File: config.mk
export PLATFORM = sky130hd
export DESIGN_NAME = reg_file_wb
export DESIGN_NICKNAME = d
export VERILOG_FILES = /design/src/rtl/mips_pkg.sv /design/src/rtl/wb_byte_extract.sv /design/src/rtl/reg_file_wb.sv
export SDC_FILE = /design/constraint.sdc
export NUM_CORES = 2
export LEC_CHECK = 0
export BUFFER_PORTS_ARGS = -buffer_cell sky130_fd_sc_hd__clkbuf_2
export CAP_MARGIN = 20
export CORE_ASPECT_RATIO = 1.25
export CORE_UTILIZATION = 60
export CTS_BUF_LIST = sky130_fd_sc_hd__clkbuf_4
export DETAILED_ROUTE_END_ITERATION = 12
export PLACE_DENSITY = 0.78
export RECOVER_POWER = 25
export SLEW_MARGIN = 40
export SYNTH_ARGS = -nofsm -noshare
export SYNTH_HDL_FRONTEND = slang
export SYNTH_SLANG_ARGS = --single-unit
export TNS_END_PERCENT = 100
File: constraint.sdc
create_clock -name clock -period 36.6 [get_ports clock]
set_clock_uncertainty 0.05 [all_clocks]
set_input_delay 1.83 -clock clock [delete_from_list [all_inputs] [get_ports clock]]
set_output_delay 1.83 -clock clock [all_outputs]
set_load 0.02 [all_outputs]
File: src/rtl/mips_pkg.sv
// -----------------------------------------------------------------------------
// mips_pkg
//   Definitions shared by the pd3 MIPS writeback path.
//   - WD_* : write-data source select encodings. The writeback data
//            controller produces these codes and the register file decodes them.
//   - REG_ZERO / REG_SP : architectural register indices with special meaning.
//   - extend_byte() : sign- or zero-extends one byte to a full word.
//   This package has no ports.
// -----------------------------------------------------------------------------
package mips_pkg;

   localparam int XLEN = 32;

   // Write-data source select
   localparam logic [1:0] WD_MEM_WORD = 2'b00;
   localparam logic [1:0] WD_MEM_BYTE = 2'b01;
   localparam logic [1:0] WD_IMM      = 2'b10;
   localparam logic [1:0] WD_ALU      = 2'b11;

   // Architectural register indices
   localparam int REG_ZERO = 0;
   localparam int REG_SP   = 29;

   // LB sign-extends the loaded byte. LBU zero-extends it.
   function automatic logic [XLEN-1:0] extend_byte(input logic [7:0] i_byte,
                                                   input logic       i_unsigned);
      logic [XLEN-1:0] v_ext;
      if (i_unsigned) begin
         v_ext = {{(XLEN-8){1'b0}}, i_byte};
      end else begin
         v_ext = {{(XLEN-8){i_byte[7]}}, i_byte};
      end
      return v_ext;
   endfunction

endpackage

File: src/rtl/wb_byte_extract.sv
// -----------------------------------------------------------------------------
// wb_byte_extract
//   Purely combinational byte-lane extractor for byte loads.
//   Lanes are big-endian: offset 0 selects bits [31:24] and offset 3 selects
//   bits [7:0]. The selected byte is then sign- or zero-extended.
//   Ports:
//     i_word     in  32  data-memory read word
//     i_offset   in  2   byte lane, equal to address[1:0]
//     i_unsigned in  1   1 = zero-extend (LBU), 0 = sign-extend (LB)
//     o_byte_ext out 32  extended byte
// -----------------------------------------------------------------------------
module wb_byte_extract
   import mips_pkg::*;
(
   input  logic [XLEN-1:0] i_word,
   input  logic [1:0]      i_offset,
   input  logic            i_unsigned,
   output logic [XLEN-1:0] o_byte_ext
);

   logic [7:0] w_lane;

   always_comb begin
      w_lane = 8'h00;
      case (i_offset)
         2'd0:    w_lane = i_word[31:24];
         2'd1:    w_lane = i_word[23:16];
         2'd2:    w_lane = i_word[15:8];
         default: w_lane = i_word[7:0];
      endcase
   end

   assign o_byte_ext = extend_byte(w_lane, i_unsigned);

endmodule

File: src/rtl/reg_file_wb.sv
// -----------------------------------------------------------------------------
// reg_file_wb
//   Writeback register file for the pd3 MIPS core.
//   The module selects the write value from four sources: memory word,
//   memory byte, immediate or ALU result. It commits that value into a
//   NUM_REGS x 32 register file and serves two combinational read ports
//   (rs, rt), with optional same-cycle write-to-read bypass. It also counts
//   committed writes.
//   Ports:
//     clock           in  1   system clock, rising edge
//     reset           in  1   asynchronous, active-high reset
//     w_we            in  1   write enable from the writeback stage
//     w_waddr         in  5   destination register index
//     w_wdata_ctrl_2  in  2   source select (see mips_pkg WD_*)
//     w_alu_result    in  32  ALU output
//     w_mem_rdata     in  32  data-memory read word
//     w_byte_offset   in  2   byte lane within the word
//     w_byte_unsigned in  1   1 = LBU zero-extend, 0 = LB sign-extend
//     w_imm           in  32  immediate, already extended by decode
//     w_raddr_s       in  5   rs read index
//     w_raddr_t       in  5   rt read index
//     w_rdata_s       out 32  rs read data
//     w_rdata_t       out 32  rt read data
//     w_wdata         out 32  selected write value (combinational)
//     w_wb_count      out 32  number of committed writes (wraps)
// -----------------------------------------------------------------------------
module reg_file_wb
   import mips_pkg::*;
#(
   parameter int          NUM_REGS      = 32,
   parameter int          SP_INDEX      = REG_SP,
   parameter logic [31:0] SP_INIT       = 32'h7FFF_EFFC,
   parameter bit          BYPASS_EN     = 1'b1,
   // Reset value of w_wb_count. It is normally 0.
   parameter logic [31:0] WB_COUNT_INIT = 32'h0000_0000,
   localparam int         AW            = $clog2(NUM_REGS)
) (
   input  logic            clock,
   input  logic            reset,
   input  logic            w_we,
   input  logic [AW-1:0]   w_waddr,
   input  logic [1:0]      w_wdata_ctrl_2,
   input  logic [XLEN-1:0] w_alu_result,
   input  logic [XLEN-1:0] w_mem_rdata,
   input  logic [1:0]      w_byte_offset,
   input  logic            w_byte_unsigned,
   input  logic [XLEN-1:0] w_imm,
   input  logic [AW-1:0]   w_raddr_s,
   input  logic [AW-1:0]   w_raddr_t,
   output logic [XLEN-1:0] w_rdata_s,
   output logic [XLEN-1:0] w_rdata_t,
   output logic [XLEN-1:0] w_wdata,
   output logic [XLEN-1:0] w_wb_count
);

   localparam logic [AW-1:0] ZERO_IDX = AW'(REG_ZERO);

   logic [XLEN-1:0] r_regs [NUM_REGS];
   logic [XLEN-1:0] r_wb_count;

   logic [XLEN-1:0] w_byte_ext;
   logic            w_commit;
   logic            w_hit_s;
   logic            w_hit_t;

   // ---------------------------------------------------------------------------
   // Write-data source select
   // ---------------------------------------------------------------------------
   wb_byte_extract u_byte_extract (
      .i_word     (w_mem_rdata),
      .i_offset   (w_byte_offset),
      .i_unsigned (w_byte_unsigned),
      .o_byte_ext (w_byte_ext)
   );

   always_comb begin
      w_wdata = w_alu_result;
      case (w_wdata_ctrl_2)
         WD_MEM_WORD: w_wdata = w_mem_rdata;
         WD_MEM_BYTE: w_wdata = w_byte_ext;
         WD_IMM:      w_wdata = w_imm;
         default:     w_wdata = w_alu_result;
      endcase
   end

   // ---------------------------------------------------------------------------
   // Commit: writes to r0 are dropped and are not counted
   // ---------------------------------------------------------------------------
   assign w_commit = w_we && (w_waddr != ZERO_IDX);

   always_ff @(posedge clock or posedge reset) begin
      if (reset) begin
         for (int i = 0; i < NUM_REGS; i++) begin
            r_regs[i] <= (i == SP_INDEX) ? SP_INIT : '0;
         end
         r_wb_count <= WB_COUNT_INIT;
      end else if (w_commit) begin
         r_regs[w_waddr] <= w_wdata;
         r_wb_count      <= r_wb_count + 32'd1;
      end
   end

   assign w_wb_count = r_wb_count;

   // ---------------------------------------------------------------------------
   // Read ports
   // The bypass is suppressed while reset is high. Without that, a held w_we
   // would show a value that the reset discards, not the reset contents.
   // ---------------------------------------------------------------------------
   assign w_hit_s = BYPASS_EN && !reset && w_we &&
                    (w_waddr == w_raddr_s) && (w_raddr_s != ZERO_IDX);
   assign w_hit_t = BYPASS_EN && !reset && w_we &&
                    (w_waddr == w_raddr_t) && (w_raddr_t != ZERO_IDX);

   always_comb begin
      w_rdata_s = '0;
      if (w_raddr_s == ZERO_IDX) begin
         w_rdata_s = '0;
      end else if (w_hit_s) begin
         w_rdata_s = w_wdata;
      end else begin
         w_rdata_s = r_regs[w_raddr_s];
      end
   end

   always_comb begin
      w_rdata_t = '0;
      if (w_raddr_t == ZERO_IDX) begin
         w_rdata_t = '0;
      end else if (w_hit_t) begin
         w_rdata_t = w_wdata;
      end else begin
         w_rdata_t = r_regs[w_raddr_t];
      end
   end

endmodule

==> flow_summary.yaml <==
cts:
  cts_setup_buffers: 0
  cts_tree: "yes"
  cts.clk_slew.worst_paths_ns: 0.07
  htreeDepth: 5
  cts_made_buffers: 280
  cts_resized: 0
  clk_latency_ns: 1.19
  cts_num_sinks: 1056
  cts_buffer_depth: 4
  cts-root-buf: "clkbuf_4"
  cts_hold_buf: 0
global_routing:
  gr-total-overflow: 0
  antenna_found_initial: 8
  track_usage_pct: 39.2
  grt_start_max_net_pins: 107
  grt_pass1_wl_um: 274000
  grt_pass1_vias: 45600
detailed_routing:
  drc: 20
  wirelength_um: 181000
  drt-wirelength-per-cell_um: 27.2
  vias: 45700
  dr.first_iter.drc_count: 5608
  antenna_left: 0
  viasPerCell: 6.88
  drt-pass1-iter-count: 13
placed_design:
  post-place-ws_ns: 28.31
  dpl.hpwl_um: 107000
  globalplace.congestion: 0.877
  portBuffers: 246
floorplanning:
  io_pins: 247
  die_area_um2: 94200
  rows: 124
  die_height_um: 343
  die_w_um: 275
  start_util_pct: 60.8
  core_um2: 91800
critical_path:
  worstPathCellList: "clkbuf_1 -> clkinvlp_2 -> clkbuf_1 -> clkbuf_1"
  crit_family: "buffers and inverters"
  critPathMostFrequentCell: "clkbuf_1"
  path_max_fanout: 106
  crit_type: "input port to async pin"
  crit_path_end_kind: "async pin"
  crit_path_max_incr_delay_ns: 4.11
  critPathLaunchType: "input port"
  cp.required_ns: 36.43
  cp_slowest_cell: "clkbuf_1"
  crit_arrival_ns: 10.80
  cp_num_buf_inv: 4
yosys:
  synth_seq_cells: 1056
  synthCells: 5156
  synthArstFlopShare_pct: 100
  synth_warnings: 0
  synth_ff_type: "dfrtp_1"
  synth.most_common_cell: "nand2_1"
  ys_top_cells_by_area: "dfrtp_1 (46%), mux4_2 (18%), o21ai_0 (9.0%)"
  synth_top_area_share_pct: 46.1
  syn_nets: 5276
  yosysUniqueCellTypes: 59
  yosysTopAreaCell: "dfrtp_1"
  avgSynthCellArea_um2: 10.8
  synth_area_um2: 55800
  synth_commonest_cells: "nand2_1 (1,130), dfrtp_1 (1,028), o21ai_0 (1,000)"
  synth-edff-count: 0
  seq_area_frac_synth_pct: 47.4
pwr:
  pwr-share-comb_pct: 21.7
  seq_power_share_pct: 47.5
  swShare_pct: 31.8
  max-vdd-ir-drop_uv: 33.6
  total_power_mw: 3.33
  p_int_mw: 2.27
  p_leak_nw: 27.1
  power_density_nw_per_um2: 55.1
  switchingPower_mw: 1.06
  pwr-share-clk_pct: 30.9
timing:
  rsz0062_at_grt: "no"
  tightest_slew_ns: 5.69
  fin_crit_sh_pct: 30.0
  fin_ws_ns: 25.63
  finalSetupTns_ns: 0
  max_slew_margin_pct: -280
  finalCriticalPeriod_ns: 10.97
  final-setup-viol-count: 0
  hold_viol_final: 0
  max_freq_ghz: 0.0911
  slew_viol_final: 614
  whs_ns: 0.345
finish:
  nNetsFinal: 5387
  drive_above_1_share_pct: 25.8
  fillers: 6898
  utilization_pct: 65.8
  synthToLayoutAreaGrowth_pct: 8.27
min_path:
  hold_path_class: "flip-flop to flip-flop"
status:
  violations: "design-rule violations, max-capacitance violations, max-slew violations"
  outcome: "complete, but fails checks"
run:
  maxCapViolations: 9
power groups by stage:
stage               logic (mW)  registers [mW]  clock network, mW
CTS                      0.713            1.57               1.03
global placement         0.682            1.57                  0
detailed placement       0.710            1.59                  0
floorplan                0.541            1.54                  0
finish                   0.721            1.58               1.03
global route             0.785            1.60               1.09
registers in the layout (all words and copies together) (netlist names):
register / count
r_regs: 1024
w_wb_count: 32
layer usage:
layer | share of wire (%) | GRT usage (%)
met1 | 34 | 49.1
met2 | 45 | 58.7
met3 | 13 | 12.3
met4 | 7.8 | 26.7
met5 | 0.020 | 0.304
final timing paths:
kind	startpoint	endpoint	slack, ns	cells past startpoint
setup / recovery	reset	r_regs[274]	25.63	4
hold / removal	r_regs[994]	r_regs[994]	0.34	0
setup reg to reg	w_wb_count[5]	w_wb_count[31]	34.46	6
hold reg to reg	r_regs[994]	r_regs[994]	0.34	0
max in group clock	reset	w_rdata_t[12]	26.86	9
min in group asynchronous	reset	r_regs[968]	1.78	2
placed cells by master (no fill, tap or decap), types with 9 or more instances in the layout:
cell       netlist  layout
xor2_1          11      11
clkinv_1         0      37
mux2i_1        183     183
a211oi_1        33      29
nor2_1          26      20
a21o_1          25      25
nand4_1         39      40
clkbuf_1       299       9
a21oi_1         74      73
o21ai_0       1000     996
dfrtp_1       1028    1028
a22oi_1        119     119
nand2_2          8      30
xnor2_1         30      30
o21ai_2         24      25
o2111ai_1        9       9
inv_1           38      37
o21ai_1         56      59
buf_4           59     100
clkbuf_4         0     410
dfstp_2         28      28
mux2_2          42      42
clkbuf_2         9     237
o22a_1          30      30
o22ai_1         20      20
buf_6           49      19
a311oi_1         9       9
nor3_1          30      30
nand2_1       1130    1105
nand3_1         89      89
mux4_2         449     449
cells by family (layout without fill, tap and decap cells):
family	count (synthesis)	count (layout)	synth area share [%]
other cells	0	5	0
buf+inv	583	872	5.29
xor+xnor	41	41	0.644
simple gates	1378	1378	10.1
flops	1056	1056	47.4
fa+ha+maj	1	1	0.0224
mux	674	674	22.3
compound gates	1423	1423	14.3
stage by stage:
stage               std cells  area [um^2]
floorplan                5156        55800
global placement         6177        56900
detailed placement       6180        57000
CTS                      6640        60400
global route             6643        60400
finish                   6647        60400
area by class of cell:
type	count	area [um^2]	share of cell area [%]
Antenna cell	5	12.5	0.0207
Clock buffer	410	3080	5.09
Clock inverter	50	302	0.499
Inverter	38	144	0.238
Multi-Input combinational cell	3517	26600	44.0
Sequential cell	1056	26500	43.8
Tap cell	1197	1500	2.48
Timing Repair Buffer	374	2340	3.88
Note: power is estimated with default switching activity, not from simulation.
